===== src/rtl/perf_counter_bank.sv =====
// Bank of independent up/down event counters with sticky overflow, terminal-count pulses and a
// registered read port. Define PERF_CNT_SAT_EN to make counters saturate instead of wrapping.
module perf_counter_bank #(
    parameter int unsigned WIDTH = 32,
    parameter int unsigned CH    = 4,
    parameter int unsigned SEL_W = 4
) (
    input  logic                  clk,
    input  logic                  rst_n,
    input  logic [CH-1:0]         i_en,
    input  logic [CH-1:0]         i_dir,
    input  logic                  i_clr_all,
    input  logic                  i_ld_we,
    input  logic [SEL_W-1:0]      i_ld_sel,
    input  logic [WIDTH-1:0]      i_ld_data,
    input  logic [SEL_W-1:0]      i_rd_sel,
    output logic [WIDTH-1:0]      o_rd_data,
    output logic [CH*WIDTH-1:0]   o_q,
    output logic [CH-1:0]         o_ovf,
    output logic [CH-1:0]         o_tc
);

    logic [WIDTH-1:0] r_cnt [CH];
    logic [CH-1:0]    r_ovf;
    logic [CH-1:0]    r_tc;
    logic [WIDTH-1:0] r_rd_data;

    logic [WIDTH-1:0] w_cnt_d [CH];
    logic [CH-1:0]    w_ovf_d;
    logic [CH-1:0]    w_tc_d;
    logic [CH-1:0]    w_load_hit;
    logic [CH-1:0]    w_at_limit;
    logic [WIDTH-1:0] w_rd_d;

`ifdef PERF_CNT_SAT_EN
    // Set once a channel is pinned at its limit, so repeated steps there pulse tc only once.
    logic [CH-1:0]    r_pin;
    logic [CH-1:0]    w_pin_d;
`endif

    always_comb begin
        w_load_hit = '0;
        w_at_limit = '0;
        for (int i = 0; i < CH; i++) begin
            w_load_hit[i] = i_ld_we && (i_ld_sel == SEL_W'(i));
            w_at_limit[i] = i_dir[i] ? (r_cnt[i] == '0) : (r_cnt[i] == '1);
        end
    end

    always_comb begin
        w_ovf_d = r_ovf;
        w_tc_d  = '0;
`ifdef PERF_CNT_SAT_EN
        w_pin_d = r_pin;
`endif
        for (int i = 0; i < CH; i++) begin
            w_cnt_d[i] = r_cnt[i];
            if (i_clr_all) begin
                w_cnt_d[i] = '0;
                w_ovf_d[i] = 1'b0;
`ifdef PERF_CNT_SAT_EN
                w_pin_d[i] = 1'b0;
`endif
            end else if (w_load_hit[i]) begin
                w_cnt_d[i] = i_ld_data;
                w_ovf_d[i] = 1'b0;
`ifdef PERF_CNT_SAT_EN
                w_pin_d[i] = 1'b0;
`endif
            end else if (i_en[i]) begin
`ifdef PERF_CNT_SAT_EN
                if (w_at_limit[i]) begin
                    w_ovf_d[i] = 1'b1;
                    w_tc_d[i]  = !r_pin[i];
                    w_pin_d[i] = 1'b1;
                end else begin
                    w_cnt_d[i] = i_dir[i] ? r_cnt[i] - 1'b1 : r_cnt[i] + 1'b1;
                    w_pin_d[i] = 1'b0;
                end
`else
                w_cnt_d[i] = i_dir[i] ? r_cnt[i] - 1'b1 : r_cnt[i] + 1'b1;
                if (w_at_limit[i]) begin
                    w_ovf_d[i] = 1'b1;
                    w_tc_d[i]  = 1'b1;
                end
`endif
            end
        end
    end

    // Out-of-range selects match no channel and read back as zero.
    always_comb begin
        w_rd_d = '0;
        for (int i = 0; i < CH; i++) begin
            if (i_rd_sel == SEL_W'(i)) begin
                w_rd_d = r_cnt[i];
            end
        end
    end

    always_ff @(posedge clk or negedge rst_n) begin
        if (!rst_n) begin
            for (int i = 0; i < CH; i++) begin
                r_cnt[i] <= '0;
            end
            r_ovf     <= '0;
            r_tc      <= '0;
            r_rd_data <= '0;
        end else begin
            for (int i = 0; i < CH; i++) begin
                r_cnt[i] <= w_cnt_d[i];
            end
            r_ovf     <= w_ovf_d;
            r_tc      <= w_tc_d;
            r_rd_data <= w_rd_d;
        end
    end

`ifdef PERF_CNT_SAT_EN
    always_ff @(posedge clk or negedge rst_n) begin
        if (!rst_n) begin
            r_pin <= '0;
        end else begin
            r_pin <= w_pin_d;
        end
    end
`endif

    for (genvar g = 0; g < CH; g++) begin : g_q
        assign o_q[g*WIDTH +: WIDTH] = r_cnt[g];
    end

    assign o_ovf     = r_ovf;
    assign o_tc      = r_tc;
    assign o_rd_data = r_rd_data;

endmodule


===== config.mk =====
export PLATFORM = sky130hd
export DESIGN_NAME = perf_counter_bank
export DESIGN_NICKNAME = d
export VERILOG_FILES = /design/src/rtl/perf_counter_bank.sv
export SDC_FILE = /design/constraint.sdc
export NUM_CORES = 1
export LEC_CHECK = 0
export CAP_MARGIN = 40
export CORE_MARGIN = 2
export CORE_UTILIZATION = 25
export CTS_BUF_LIST = sky130_fd_sc_hd__clkbuf_8
export CTS_CLUSTER_DIAMETER = 60
export DETAILED_ROUTE_END_ITERATION = 8
export PLACE_DENSITY = 0.47
export SKIP_LAST_GASP = 1
export SLEW_MARGIN = 20
export SYNTH_ARGS = -nofsm -noshare
export SYNTH_HDL_FRONTEND = slang
export SYNTH_SLANG_ARGS = --single-unit
export TNS_END_PERCENT = 100

===== constraint.sdc =====
create_clock -name clk -period 8.3 [get_ports clk]
set_input_delay 2.49 -clock clk [delete_from_list [all_inputs] [get_ports clk]]
set_output_delay 2.49 -clock clk [all_outputs]
set_load 0.05 [all_outputs]

; ---- Yosys cells after proc, flatten, opt, wreduce, memory -nomap -nowiden
; Cells that the tools add are included.
[word_totals]
in_bits = 52
reg_bits = 168
n_memories = 0
wordCells = 106
latchBits = 0
romBits = 0
out_inout_bits = 168
ramBits = 0
[op_classes]
n_mux = 56
eq_ne = 10
n_bitwise = 0
n_lt_le_gt_ge = 0
mul = 0
div_mod_pow = 0
reduce_logical = 22
n_addsub = 8
n_shift = 0
[op_table]
columns = operator, n
row1 = $mux 32, 20
row2 = $add 32x1->32 const B, 4
row3 = $eq 32x32->1 const B, 4
row4 = $logic_not 32->1, 4
row5 = $sub 32x1->32 const B, 4
row6 = $mux 1, 36
row7 = $reduce_bool 3->1, 8
row8 = $eq 4x2->1 const B, 4
row9 = $eq 4x1->1 const B, 2
row10 = $logic_not 4->1, 2
row11 = $reduce_and 2->1, 4
row12 = $logic_and 1x1->1, 4

; ---- Logic depth before layout (Yosys ltp)
; Gate-level depths: netlist (run 1).
[logic_depth]
depth_word = 6
mapped_depth = 12
depth_no_buf = 11

; ---- Worst setup path after synthesis (run 1)
; Ideal clock, no wire load.
[synth_timing]
kind = input to register
start = in i_dir[1]
end = reg r_cnt (netlist bit o_q[60])
arrival_time_ps = 4859
path_buffers = 0
slack_ps = 3341
required_time_ps = 8201
setup_ps = 99
stages = 11
cell_sequence = inv_1 -> fa_1 -> nor2b_4 -> o31ai_4 -> a21boi_2 -> o311a_4 -> a2111oi_4 -> o21bai_4 -> a221oi_4 -> or4b_2 -> a311oi_1
[synth_via]
elab_chain_cells = 4
[synth_lines]
columns = element, line_no
row1 = from (decl), 11  ; input logic [CH-1:0] i_dir,
row2 = $mux 32, 81  ; w_cnt_d[i] = i_dir[i] ? r_cnt[i] - 1'b1 : r_cnt[i] + 1'b1;
row3 = $mux 32, 70  ; end else if (i_en[i]) begin
row4 = $mux 32, 64  ; end else if (w_load_hit[i]) begin
row5 = $mux 32, 58  ; if (i_clr_all) begin
row6 = "to (signal, indexed assignment)", 111  ; r_cnt[i] <= w_cnt_d[i];
row7 = to (decl), 23  ; logic [WIDTH-1:0] r_cnt [CH];
; No other way between the ends. The select of a mux whose other input is x is not followed.
; A chain may end at the register's enable or synchronous reset.

; ---- Final worst setup path (run 1)
[layout_timing]
start = in i_dir[2]
end = reg r_cnt (netlist bit o_q[94])
; The elaborated chain is that of the path after synthesis.

==> impl_metrics.prom, run 1 <==
# TYPE chip_impl_metric gauge
chip_impl_metric{name="first_iter_violations",unit=""} 1640
chip_impl_metric{name="reg2reg_setup_slack",unit="ns"} 4.81
chip_impl_metric{name="drtAntennaViolNets",unit=""} 0
chip_impl_info{name="worst_setup_path_startpoint",value="i_dir[2]"} 1
chip_impl_metric{name="fin_tns_setup",unit="ns"} 0
chip_impl_metric{name="max_slew_margin",unit="%"} 37.8
chip_impl_metric{name="worst_slew_pin_slew",unit="ns"} 0.932
chip_impl_metric{name="setup_slack",unit="ns"} 2.45
chip_impl_metric{name="post_route_cells_drive_above_1_share",unit="%"} 6.03
chip_impl_metric{name="grtUsageMet3",unit="%"} 2.96
chip_impl_info{name="synth.largest_area_cell",value="dfrtp_1"} 1
chip_impl_metric{name="rows",unit=""} 90
chip_impl_metric{name="synthesized_net_count",unit=""} 1962
chip_impl_metric{name="post_cts_resized",unit=""} 0
chip_impl_info{name="tritoncts",value="done"} 1
chip_impl_metric{name="timing.hold.worst_path_depth",unit=""} 2
chip_impl_info{name="synth.top_cells.by_area",value="dfrtp_1 (28%), ha_1 (9.9%), a21oi_1 (5.5%)"} 1
chip_impl_metric{name="synth_top_area_share",unit="%"} 27.6
chip_impl_metric{name="synth.cell_area",unit="mm²"} 0.0152
chip_impl_metric{name="wire_per_inst",unit="µm"} 27.1
chip_impl_metric{name="cts_post_setup_buffers_inserted",unit=""} 0
chip_impl_metric{name="clk_transition_reported_paths",unit="ns"} 0.11
chip_impl_metric{name="share_of_synthesized_flip_flops_with_an_asynchronous_set_or_reset",unit="%"} 100
chip_impl_info{name="cp_slowest_cell",value="clkdlybuf4s50_1"} 1
chip_impl_metric{name="ys_seq_area_share",unit="%"} 27.6
chip_impl_metric{name="p_total",unit="W"} 0.00409
chip_impl_metric{name="fin_crit_share",unit="%"} 70.4
chip_impl_metric{name="pin_count_of_the_biggest_net_entering_global_routing",unit=""} 78
chip_impl_metric{name="cp_num_buf_inv",unit=""} 2
chip_impl_metric{name="initial_core_util",unit="%"} 25.2
chip_impl_info{name="final_common_cell",value="clkdlybuf4s50_1"} 1
chip_impl_metric{name="core_area",unit="mm²"} 0.0602
chip_impl_metric{name="globalRouteOverflowTotal",unit=""} 0
chip_impl_info{name="cp_common_cell",value="a21oi_1"} 1
chip_impl_metric{name="hpwlAfterDp",unit="µm"} 55900
chip_impl_info{name="family_with_the_most_delay_on_the_worst_path",value="compound AO/OA/AOI/OAI gates"} 1
chip_impl_metric{name="drt_pre_antenna_iters",unit=""} 5
chip_impl_metric{name="numPortBuffers",unit=""} 219
chip_impl_metric{name="layout_min_cycle_time",unit="ns"} 5.85
chip_impl_info{name="clockRootBuffer",value="clkbuf_8"} 1
chip_impl_metric{name="leakage",unit="nW"} 7.86
chip_impl_metric{name="power_density",unit="mW/mm²"} 218
chip_impl_metric{name="cp_data_required_time",unit="ns"} 8.69
chip_impl_metric{name="r2r.worst_path.cells",unit=""} 10
chip_impl_metric{name="grt_antenna_before_repair",unit=""} 3
chip_impl_metric{name="clock_buffers_created_by_tritoncts",unit=""} 17
chip_impl_info{name="critPathKind",value="in -> reg"} 1
chip_impl_metric{name="edff_count_synth",unit=""} 0
chip_impl_info{name="timing.critical_path.cells",value="clkdlybuf4s50_1 -> inv_1 -> fa_1 -> nand2b_1 -> a21oi_1 -> o31ai_1 -> a21oi_1 -> a31oi_2 -> o21ai_1 -> a31oi_1 -> xor2_1 -> a2111oi_0"} 1
chip_impl_metric{name="ctsHtreeMaxLevel",unit=""} 4
chip_impl_metric{name="worst_skew_pair_later_pin_latency",unit="ns"} 0.51
chip_impl_info{name="status",value="complete, no violations"} 1
chip_impl_info{name="grt_busiest_layer",value="met2"} 1
chip_impl_metric{name="worstPathMaxFanout",unit=""} 13
chip_impl_metric{name="grt_pass1_vias",unit=""} 14900
chip_impl_metric{name="timing_max_transition_violations_final",unit=""} 0
chip_impl_metric{name="fp.dieArea",unit="mm²"} 0.0628
chip_impl_metric{name="detail_route.vias_per_cell",unit=""} 5.68
chip_impl_info{name="worstHoldStart",value="o_ovf[3]"} 1
chip_impl_metric{name="route.final.wire_length",unit="µm"} 74200
chip_impl_info{name="dominantRegCellSynth",value="dfrtp_1"} 1
chip_impl_metric{name="total_routing_resource_utilization_after_global_routing",unit="%"} 23.2
chip_impl_metric{name="max_cap_viol_count",unit=""} 0
chip_impl_metric{name="width_of_the_chip",unit="µm"} 251
chip_impl_metric{name="route.vias.total",unit=""} 15600
chip_impl_info{name="mostFrequentLayoutCells",value="clkdlybuf4s50_1 (215), a21oi_1 (168), dfrtp_1 (168)"} 1
chip_impl_metric{name="syn_inst",unit=""} 1786
chip_impl_metric{name="vdd_ir_drop_max",unit="mV"} 0.118
chip_impl_info{name="startpoint_of_the_worst_register_to_register_path",value="o_q[98]"} 1
chip_impl_info{name="critical_path.reg2reg.endpoint",value="o_q[124]"} 1
chip_impl_info{name="worstHoldEndpoint",value="o_ovf[3]"} 1
chip_impl_metric{name="critical-path-max-stage-delay",unit="ns"} 0.91
chip_impl_metric{name="postCtsHoldBufs",unit=""} 0
chip_impl_metric{name="met2_track_usage_gr",unit="%"} 36.6
chip_impl_metric{name="number_of_warning_messages_in_the_yosys_log",unit=""} 0
chip_impl_metric{name="syn2layout_area_growth",unit="%"} 23.0
chip_impl_metric{name="wire_length_of_the_first_global_routing_pass",unit="µm"} 107000
chip_impl_metric{name="setup_violations",unit=""} 0
chip_impl_info{name="hold_class",value="reg -> reg"} 1
chip_impl_metric{name="cts-root-to-sink-buffers",unit=""} 2
chip_impl_metric{name="worst_ep_arrival_time",unit="ns"} 6.24
chip_impl_metric{name="clkSinkCount",unit=""} 168
chip_impl_metric{name="synth_area_per_cell",unit="µm²"} 8.52
chip_impl_metric{name="floorplan.io_pins",unit=""} 220
chip_impl_metric{name="synthesized_flop_and_latch_total",unit=""} 168
chip_impl_metric{name="final.setup_skew",unit="ns"} 0.0160
chip_impl_metric{name="yosysUniqueCellTypes",unit=""} 76
chip_impl_metric{name="gp_routability_congestion",unit=""} 0.883
chip_impl_metric{name="placement.setup.worst_slack",unit="ns"} 1.83
chip_impl_metric{name="met1_usage",unit="%"} 31.9
chip_impl_metric{name="hold_viol_final",unit=""} 0
chip_impl_info{name="rsz0062_at_grt",value="false"} 1
chip_impl_metric{name="floorplan.die.height",unit="µm"} 251
chip_impl_metric{name="drc",unit=""} 0
chip_impl_info{name="end_kind",value="register"} 1
chip_impl_metric{name="final_nets",unit=""} 2120
chip_impl_metric{name="n_fill_cell",unit=""} 6261
chip_impl_metric{name="maxClockFrequency",unit="MHz"} 171
chip_impl_info{name="worst_setup_path_start_kind",value="primary input"} 1
state kept, by name, indices dropped and copies added, names as in the netlist:
name / count
o_rd_data: 32
o_ovf: 4
o_q: 128
o_tc: 4
worst register-to-register path: cells and delay by family (launching register included):
kind,cells,cell delay [ns]
adder cells (fa/ha/maj),1,0.37
AND/OR/NAND/NOR,2,0.24
XOR/XNOR,1,0.17
flip-flops,1,0.52
AO/OA/AOI/OAI,6,2.11
area by class of cell:
type | count | area (µm²) | area share, %
diodes | 1 | 2.50 | 0.0134
flip-flops and latches | 168 | 4200 | 22.5
well taps | 782 | 978 | 5.23
inverters | 39 | 146 | 0.782
repair buffers | 247 | 2460 | 13.2
multi-input cells | 1471 | 10500 | 55.9
clock inverters | 15 | 231 | 1.24
clock buffers | 17 | 234 | 1.25
worst max-delay path by stage:
stage | cells after the start | slack (ns) | to
2_1_floorplan | 11 | 3.34 | o_q[60]
3_3_place_gp | 12 | 1.96 | o_q[92]
3_5_place_dp | 12 | 1.83 | o_q[94]
4_1_cts | 12 | 2.40 | o_q[94]
5_1_grt | 12 | 2.09 | o_q[94]
6_report | 12 | 2.45 | o_q[94]
synth_stat cells (10+ instances only):
library cell and number:
xnor2_1 63, o22ai_1 13, nor2b_1 45, nand2b_1 15, ha_1 120, and2_1 11, inv_1 38, dfrtp_1 168
nor2_1 159, nand3_1 39, mux4_2 32, a31oi_1 23, o21a_1 12, o21bai_1 16, o21ai_0 90, xor2_1 46
clkbuf_1 94, and3_1 23, o31ai_1 10, nand2_1 119, nor4_1 34, a21oi_1 168, mux2i_1 45, a21o_1 53
nor3_1 44, a211oi_1 99, nand4_1 53
power by group:
part           switching, W  internal (W)  total, W
Sequential         0.000362      0.000920   0.00128
Combinational       0.00127      0.000803   0.00208
Clock              0.000386      0.000342  0.000729
routing by layer:
| metal | share of wire [%] | vias to the layer above |
|---|---|---|
| met3 | 6.6 | 128 |
| li1 | - | 7094 |
| met5 | 0 | - |
| met2 | 45 | 699 |
| met1 | 44 | 7652 |
| met4 | 4.1 | 0 |
cells by family after synthesis:
logic type / Yosys count / synth area share [%]
simple gates: 590 / 19.5
buf+inv: 147 / 3.67
flops: 168 / 27.6
xor+xnor: 109 / 6.28
fa+ha+maj: 124 / 10.4
compound gates: 571 / 24.9
mux: 77 / 7.70
metrics by stage:
step           hold WS, ns  instance area, µm²  utilization (%)  instances
3_5_place_dp         0.552               18200             30.2       2705
4_1_cts              0.578               18700             31.0       2737
2_1_floorplan        0.813               15200                -       1786
5_1_grt              0.637               18700             31.1       2740
3_3_place_gp         0.538               18100             30.1       2699
6_report             0.572               18700             31.1       2740
No activity file was read; power rests on OpenSTA's default activity.
==> inputs of run 2 (changes only) <==
PLACE_DENSITY = 0.48   (was 0.47)
clock period = 4.9 ns   (was 8.3 ns; I/O delays follow)
==> impl_metrics.prom, run 2 (synthesis results as in run 1) <==
# TYPE chip_impl_metric gauge
chip_impl_info{name="status",value="complete, no violations"} 1
chip_impl_metric{name="worst_skew_pair_later_pin_latency",unit="ns"} 0.52
chip_impl_metric{name="max_slew_margin",unit="%"} 41.0
chip_impl_info{name="worstHoldEndpoint",value="o_ovf[2]"} 1
chip_impl_info{name="startpoint_of_the_worst_register_to_register_path",value="o_q[98]"} 1
chip_impl_metric{name="worst_slew_pin_slew",unit="ns"} 0.873
chip_impl_metric{name="cts_post_setup_buffers_inserted",unit=""} 0
chip_impl_metric{name="largest_register_ffs",unit=""} 128
chip_impl_metric{name="drtAntennaViolNets",unit=""} 0
chip_impl_metric{name="drc",unit=""} 0
chip_impl_info{name="hold_class",value="reg -> reg"} 1
chip_impl_metric{name="first_iter_violations",unit=""} 1588
chip_impl_metric{name="postCtsHoldBufs",unit=""} 0
chip_impl_metric{name="clk_transition_reported_paths",unit="ns"} 0.09
chip_impl_metric{name="grt_pass1_vias",unit=""} 15200
chip_impl_info{name="family_with_the_most_delay_on_the_worst_path",value="compound AO/OA/AOI/OAI gates"} 1
chip_impl_metric{name="core_area",unit="mm²"} 0.0602
chip_impl_metric{name="p_clk_share",unit="%"} 15.6
chip_impl_metric{name="post_cts_resized",unit=""} 0
chip_impl_metric{name="rows",unit=""} 90
chip_impl_info{name="critical_path.reg2reg.endpoint",value="o_q[124]"} 1
chip_impl_info{name="final_common_cell",value="clkdlybuf4s50_1"} 1
chip_impl_metric{name="cts-root-to-sink-buffers",unit=""} 2
chip_impl_metric{name="timing_max_transition_violations_final",unit=""} 0
chip_impl_metric{name="comb_power_share",unit="%"} 52.8
chip_impl_metric{name="critical-path-max-stage-delay",unit="ns"} 0.48
chip_impl_metric{name="post_route_cells_drive_above_1_share",unit="%"} 8.14
chip_impl_metric{name="drt_pre_antenna_iters",unit=""} 5
chip_impl_metric{name="fp.dieArea",unit="mm²"} 0.0628
chip_impl_metric{name="fin_util",unit="%"} 31.6
chip_impl_metric{name="total_routing_resource_utilization_after_global_routing",unit="%"} 23.1
chip_impl_metric{name="setup_slack",unit="ns"} 0.340
chip_impl_metric{name="reg2reg_setup_slack",unit="ns"} 1.55
chip_impl_metric{name="setup_violations",unit=""} 0
chip_impl_metric{name="power_density",unit="mW/mm²"} 361
chip_impl_info{name="mostFrequentLayoutCells",value="clkdlybuf4s50_1 (215), a21oi_1 (168), dfrtp_1 (168)"} 1
chip_impl_info{name="timing.critical_path.cells",value="clkdlybuf4s50_1 -> buf_4 -> buf_4 -> ha_1 -> a21o_1 -> a21oi_1 -> nand2b_1 -> o311a_4 -> a2111oi_4 -> o21bai_4 -> a221oi_4 -> nand4_1 -> a311oi_1"} 1
chip_impl_metric{name="numPortBuffers",unit=""} 219
chip_impl_metric{name="width_of_the_chip",unit="µm"} 251
chip_impl_info{name="worst_setup_path_start_kind",value="primary input"} 1
chip_impl_metric{name="initial_core_util",unit="%"} 25.2
chip_impl_metric{name="sw_frac_of_total",unit="%"} 49.5
chip_impl_metric{name="clkSinkCount",unit=""} 168
chip_impl_metric{name="cp_num_buf_inv",unit=""} 3
chip_impl_info{name="rsz0062_at_grt",value="false"} 1
chip_impl_metric{name="cp_data_required_time",unit="ns"} 5.31
chip_impl_metric{name="hold_viol_final",unit=""} 0
chip_impl_info{name="cp_common_cell",value="buf_4"} 1
chip_impl_metric{name="syn2layout_area_growth",unit="%"} 25.0
chip_impl_metric{name="vdd_ir_drop_max",unit="mV"} 0.231
chip_impl_info{name="clockRootBuffer",value="clkbuf_8"} 1
chip_impl_metric{name="worst_ep_arrival_time",unit="ns"} 4.97
chip_impl_metric{name="gp_routability_congestion",unit=""} 0.916
chip_impl_metric{name="clock_buffers_created_by_tritoncts",unit=""} 17
chip_impl_metric{name="detail_route.vias_per_cell",unit=""} 5.76
chip_impl_metric{name="wire_per_inst",unit="µm"} 26.6
chip_impl_metric{name="floorplan.io_pins",unit=""} 220
chip_impl_metric{name="switching_power_of_the_nets",unit="W"} 0.00340
chip_impl_metric{name="route.final.wire_length",unit="µm"} 74000
chip_impl_metric{name="globalRouteOverflowTotal",unit=""} 0
chip_impl_metric{name="pin_count_of_the_biggest_net_entering_global_routing",unit=""} 72
chip_impl_metric{name="placement.setup.worst_slack",unit="ns"} -0.142
chip_impl_metric{name="final_nets",unit=""} 2168
chip_impl_metric{name="timing.hold.worst_path_depth",unit=""} 2
chip_impl_metric{name="max_cap_viol_count",unit=""} 0
chip_impl_metric{name="leakage",unit="nW"} 8.06
chip_impl_metric{name="maxClockFrequency",unit="MHz"} 219
chip_impl_metric{name="power.share.sequential",unit="%"} 31.7
chip_impl_metric{name="r2r.worst_path.cells",unit=""} 12
chip_impl_metric{name="route.vias.total",unit=""} 16100
chip_impl_metric{name="timing.critical_path.depth",unit=""} 13
chip_impl_metric{name="ctsHtreeMaxLevel",unit=""} 4
chip_impl_metric{name="floorplan.die.height",unit="µm"} 251
chip_impl_metric{name="worstPathMaxFanout",unit=""} 19
chip_impl_metric{name="layout_min_cycle_time",unit="ns"} 4.56
chip_impl_metric{name="wire_length_of_the_first_global_routing_pass",unit="µm"} 107000
chip_impl_metric{name="grt_antenna_before_repair",unit=""} 8
chip_impl_metric{name="p_total",unit="W"} 0.00686
chip_impl_metric{name="fin_crit_share",unit="%"} 93.1
chip_impl_info{name="tritoncts",value="done"} 1
chip_impl_info{name="worstHoldStart",value="o_ovf[2]"} 1
chip_impl_metric{name="power_report.internal_total",unit="W"} 0.00346
chip_impl_metric{name="hpwlAfterDp",unit="µm"} 56700
chip_impl_info{name="cp_slowest_cell",value="clkdlybuf4s50_1"} 1
chip_impl_info{name="end_kind",value="register"} 1
chip_impl_metric{name="final.setup_skew",unit="ns"} 0.0173
chip_impl_info{name="critPathKind",value="in -> reg"} 1
run 2: cell types whose count changed in the layout (fill, tap and decap cells not counted), moves of 2 or more:
cell / change
clkinv_4: +3
inv_1: +2
buf_12: +2
bufinv_16: -2
clkbuf_8: +2
inv_8: -5
buf_2: -2
buf_4: +50
run 2: tightest hold or removal path: stages (launching register included):
cell and delay (ns):
dfrtp_1 0.36, a21oi_1 0.04, nor3_1 0.11
run 2: power by group through the flow:
stage | logic [W] | clock network, W | registers [W]
finish | 0.00362 | 0.00107 | 0.00217
floorplan | 0.00184 | 0 | 0.00245
global route | 0.00390 | 0.00114 | 0.00218
CTS | 0.00360 | 0.00108 | 0.00215
detailed placement | 0.00358 | 0 | 0.00218
global placement | 0.00356 | 0 | 0.00218
run 2: worst max path at each step:
stage	start	to	slack (ns)
floorplan	i_dir[1]	o_q[60]	0.96
global placement	i_dir[1]	o_q[60]	-0.02
detailed placement	i_dir[1]	o_q[60]	-0.14
CTS	i_dir[1]	o_q[60]	0.38
global route	i_dir[1]	o_q[60]	0.16
finish	i_dir[1]	o_q[60]	0.34
run 2: cell type report:
class,instances,area [µm²]
multi-input cells,1471,10500
well taps,782,978
flip-flops and latches,168,4200
clock inverters,11,125
clock buffers,19,262
repair buffers,295,2840
diodes,2,5.00
inverters,39,146
fillers,6359,41200
run 2: metrics by stage:
stage          cells  cell area, µm²  hold slack, ns  setup TNS [ns]
2_1_floorplan   1786           15200           0.813               0
3_3_place_gp    2752           18600           0.552         -0.0193
3_5_place_dp    2754           18600           0.552          -0.192
4_1_cts         2784           19000           0.577               0
5_1_grt         2786           19000           0.607               0
6_report        2787           19000           0.569               0
run 2: routing by layer:
layer	up-vias	routed length, µm	share of wire [%]	global-route usage [%]
li1	7206	-	-	-
met1	8001	32800	44	31.9
met2	721	33100	45	35.8
met3	131	4860	6.6	2.96
met4	0	3250	4.4	10.6
met5	-	0	0	0
==> inputs of run 3 (changes only) <==
REMOVE_ABC_BUFFERS = 1   (was unset)
==> impl_metrics.prom, run 3 (synthesis results as in run 1) <==
# TYPE chip_impl_metric gauge
chip_impl_info{name="cp_slowest_cell",value="clkdlybuf4s50_1"} 1
chip_impl_metric{name="cp_num_buf_inv",unit=""} 3
chip_impl_metric{name="cp_data_required_time",unit="ns"} 5.30
chip_impl_info{name="timing.critical_path.cells",value="clkdlybuf4s50_1 -> buf_4 -> buf_4 -> ha_1 -> a211o_1 -> a21o_1 -> a311o_1 -> a31oi_1 -> o21ai_0 -> a21o_1 -> a21oi_1 -> xor2_1 -> o22ai_1"} 1
chip_impl_metric{name="route.vias.total",unit=""} 16000
chip_impl_metric{name="grt_pass1_vias",unit=""} 15200
chip_impl_metric{name="ctsHtreeMaxLevel",unit=""} 4
chip_impl_metric{name="wire_per_inst",unit="µm"} 26.6
chip_impl_info{name="clockRootBuffer",value="clkbuf_8"} 1
chip_impl_metric{name="power_density",unit="mW/mm²"} 363
chip_impl_metric{name="worst_slew_pin_slew",unit="ns"} 0.883
chip_impl_metric{name="post_cts_resized",unit=""} 0
chip_impl_info{name="family_with_the_most_delay_on_the_worst_path",value="compound AO/OA/AOI/OAI gates"} 1
chip_impl_metric{name="gp_routability_congestion",unit=""} 0.914
chip_impl_metric{name="reg2reg_setup_slack",unit="ns"} 1.54
chip_impl_metric{name="timing_max_transition_violations_final",unit=""} 0
chip_impl_metric{name="core_area",unit="mm²"} 0.0602
chip_impl_info{name="mostFrequentLayoutCells",value="clkdlybuf4s50_1 (215), a21oi_1 (168), dfrtp_1 (168)"} 1
chip_impl_metric{name="drc",unit=""} 0
chip_impl_metric{name="diodes",unit=""} 0
chip_impl_metric{name="max_slew_margin",unit="%"} 41.1
chip_impl_metric{name="floorplan.io_pins",unit=""} 220
chip_impl_metric{name="numPortBuffers",unit=""} 219
chip_impl_metric{name="postCtsHoldBufs",unit=""} 0
chip_impl_metric{name="first_iter_violations",unit=""} 1671
chip_impl_metric{name="total_routing_resource_utilization_after_global_routing",unit="%"} 23.1
chip_impl_metric{name="setup_violations",unit=""} 0
chip_impl_metric{name="finalNonFillerCells",unit=""} 2773
chip_impl_metric{name="clk_transition_reported_paths",unit="ns"} 0.12
chip_impl_metric{name="pin_count_of_the_biggest_net_entering_global_routing",unit=""} 79
chip_impl_metric{name="fp.dieArea",unit="mm²"} 0.0628
chip_impl_info{name="status",value="complete, no violations"} 1
chip_impl_metric{name="n_fill_cell",unit=""} 6300
chip_impl_metric{name="grt_antenna_before_repair",unit=""} 2
chip_impl_metric{name="clkSinkCount",unit=""} 168
chip_impl_metric{name="worst_ep_arrival_time",unit="ns"} 4.64
chip_impl_metric{name="globalRouteOverflowTotal",unit=""} 0
chip_impl_info{name="worst_setup_path_start_kind",value="primary input"} 1
chip_impl_metric{name="placed_cells_incl_taps",unit=""} 2739
chip_impl_metric{name="max_cap_viol_count",unit=""} 0
chip_impl_metric{name="cts-root-to-sink-buffers",unit=""} 2
chip_impl_metric{name="hpwlAfterDp",unit="µm"} 55800
chip_impl_metric{name="largest_register_ffs",unit=""} 128
chip_impl_metric{name="fin_crit_share",unit="%"} 86.6
chip_impl_metric{name="drt_pre_antenna_iters",unit=""} 5
chip_impl_metric{name="syn2layout_area_growth",unit="%"} 24.4
chip_impl_metric{name="fin_util",unit="%"} 31.4
chip_impl_metric{name="critical-path-max-stage-delay",unit="ns"} 0.41
chip_impl_metric{name="final.setup_skew",unit="ns"} 0.0279
chip_impl_info{name="rsz0062_at_grt",value="false"} 1
chip_impl_metric{name="detail_route.vias_per_cell",unit=""} 5.76
chip_impl_metric{name="wire_length_of_the_first_global_routing_pass",unit="µm"} 107000
chip_impl_metric{name="layout_min_cycle_time",unit="ns"} 4.24
chip_impl_metric{name="worst_skew_pair_later_pin_latency",unit="ns"} 0.53
chip_impl_metric{name="width_of_the_chip",unit="µm"} 251
chip_impl_metric{name="final_nets",unit=""} 2154
chip_impl_metric{name="initial_core_util",unit="%"} 25.2
chip_impl_metric{name="post_route_cells_drive_above_1_share",unit="%"} 7.63
chip_impl_metric{name="drtAntennaViolNets",unit=""} 0
chip_impl_info{name="hold_class",value="reg -> reg"} 1
chip_impl_metric{name="route.final.wire_length",unit="µm"} 73800
chip_impl_info{name="end_kind",value="register"} 1
chip_impl_metric{name="clock_buffers_created_by_tritoncts",unit=""} 17
chip_impl_metric{name="rows",unit=""} 90
chip_impl_metric{name="cts_post_setup_buffers_inserted",unit=""} 0
chip_impl_metric{name="fin_tns_setup",unit="ns"} 0
chip_impl_metric{name="worstPathMaxFanout",unit=""} 7
chip_impl_metric{name="hold_viol_final",unit=""} 0
chip_impl_info{name="tritoncts",value="done"} 1
chip_impl_info{name="final_common_cell",value="clkdlybuf4s50_1"} 1
chip_impl_metric{name="vdd_ir_drop_max",unit="mV"} 0.191
chip_impl_metric{name="leakage",unit="nW"} 8.00
chip_impl_info{name="critPathKind",value="in -> reg"} 1
chip_impl_metric{name="floorplan.die.height",unit="µm"} 251
chip_impl_metric{name="maxClockFrequency",unit="MHz"} 236
## run 3: path summary, 6_finish.rpt
check,start,to,cells past startpoint
max reg2reg,o_q[97],o_q[125],10
max in group asynchronous,rst_n,o_q[106],3
min reg2reg,o_ovf[0],o_ovf[0],2
min in group asynchronous,rst_n,o_q[8],1
min,o_ovf[0],o_ovf[0],2
max,i_dir[3],o_q[125],13
## run 3: through the flow
step	hold slack [ns]	total power (W)	instance area, µm²	setup slack (ns)
after global placement	0.536	0.00571	18500	0.107
after global routing	0.629	0.00720	18900	0.317
after CTS	0.579	0.00682	18900	0.675
after detailed placement	0.551	0.00571	18500	0.108
after floorplan	0.812	0.00424	14800	0.957
final	0.570	0.00686	18900	0.657
## run 3: layout make-up
type                            count  area, µm²  share of cell area (%)
Clock buffer                       17        234                    1.24
Clock inverter                     15        173                   0.912
Inverter                           39        146                   0.773
Multi-Input combinational cell   1471      10500                    55.2
Sequential cell                   168       4200                    22.2
Tap cell                          782        978                    5.17
Timing Repair Buffer              281       2740                    14.5
## run 3: power breakdown
| group | total, W | internal (W) | switching [W] |
|---|---|---|---|
| Clock | 0.00111 | 0.000432 | 0.000682 |
| Combinational | 0.00357 | 0.00141 | 0.00216 |
| Sequential | 0.00217 | 0.00156 | 0.000617 |
## run 3: tightest hold or removal path: stages (launching register included)
cell and delay, ns:
dfrtp_1 0.37, a21oi_1 0.04, nor3_1 0.11
## run 3: metal layers
metal  GRT usage (%)  up-vias  share of wire [%]
met2            35.3      776                 43
met1            32.1     7934                 45
li1                -     7166                  -
met5               0        -              0.014
met3            5.62       97                8.7
met4            6.79        2                2.9
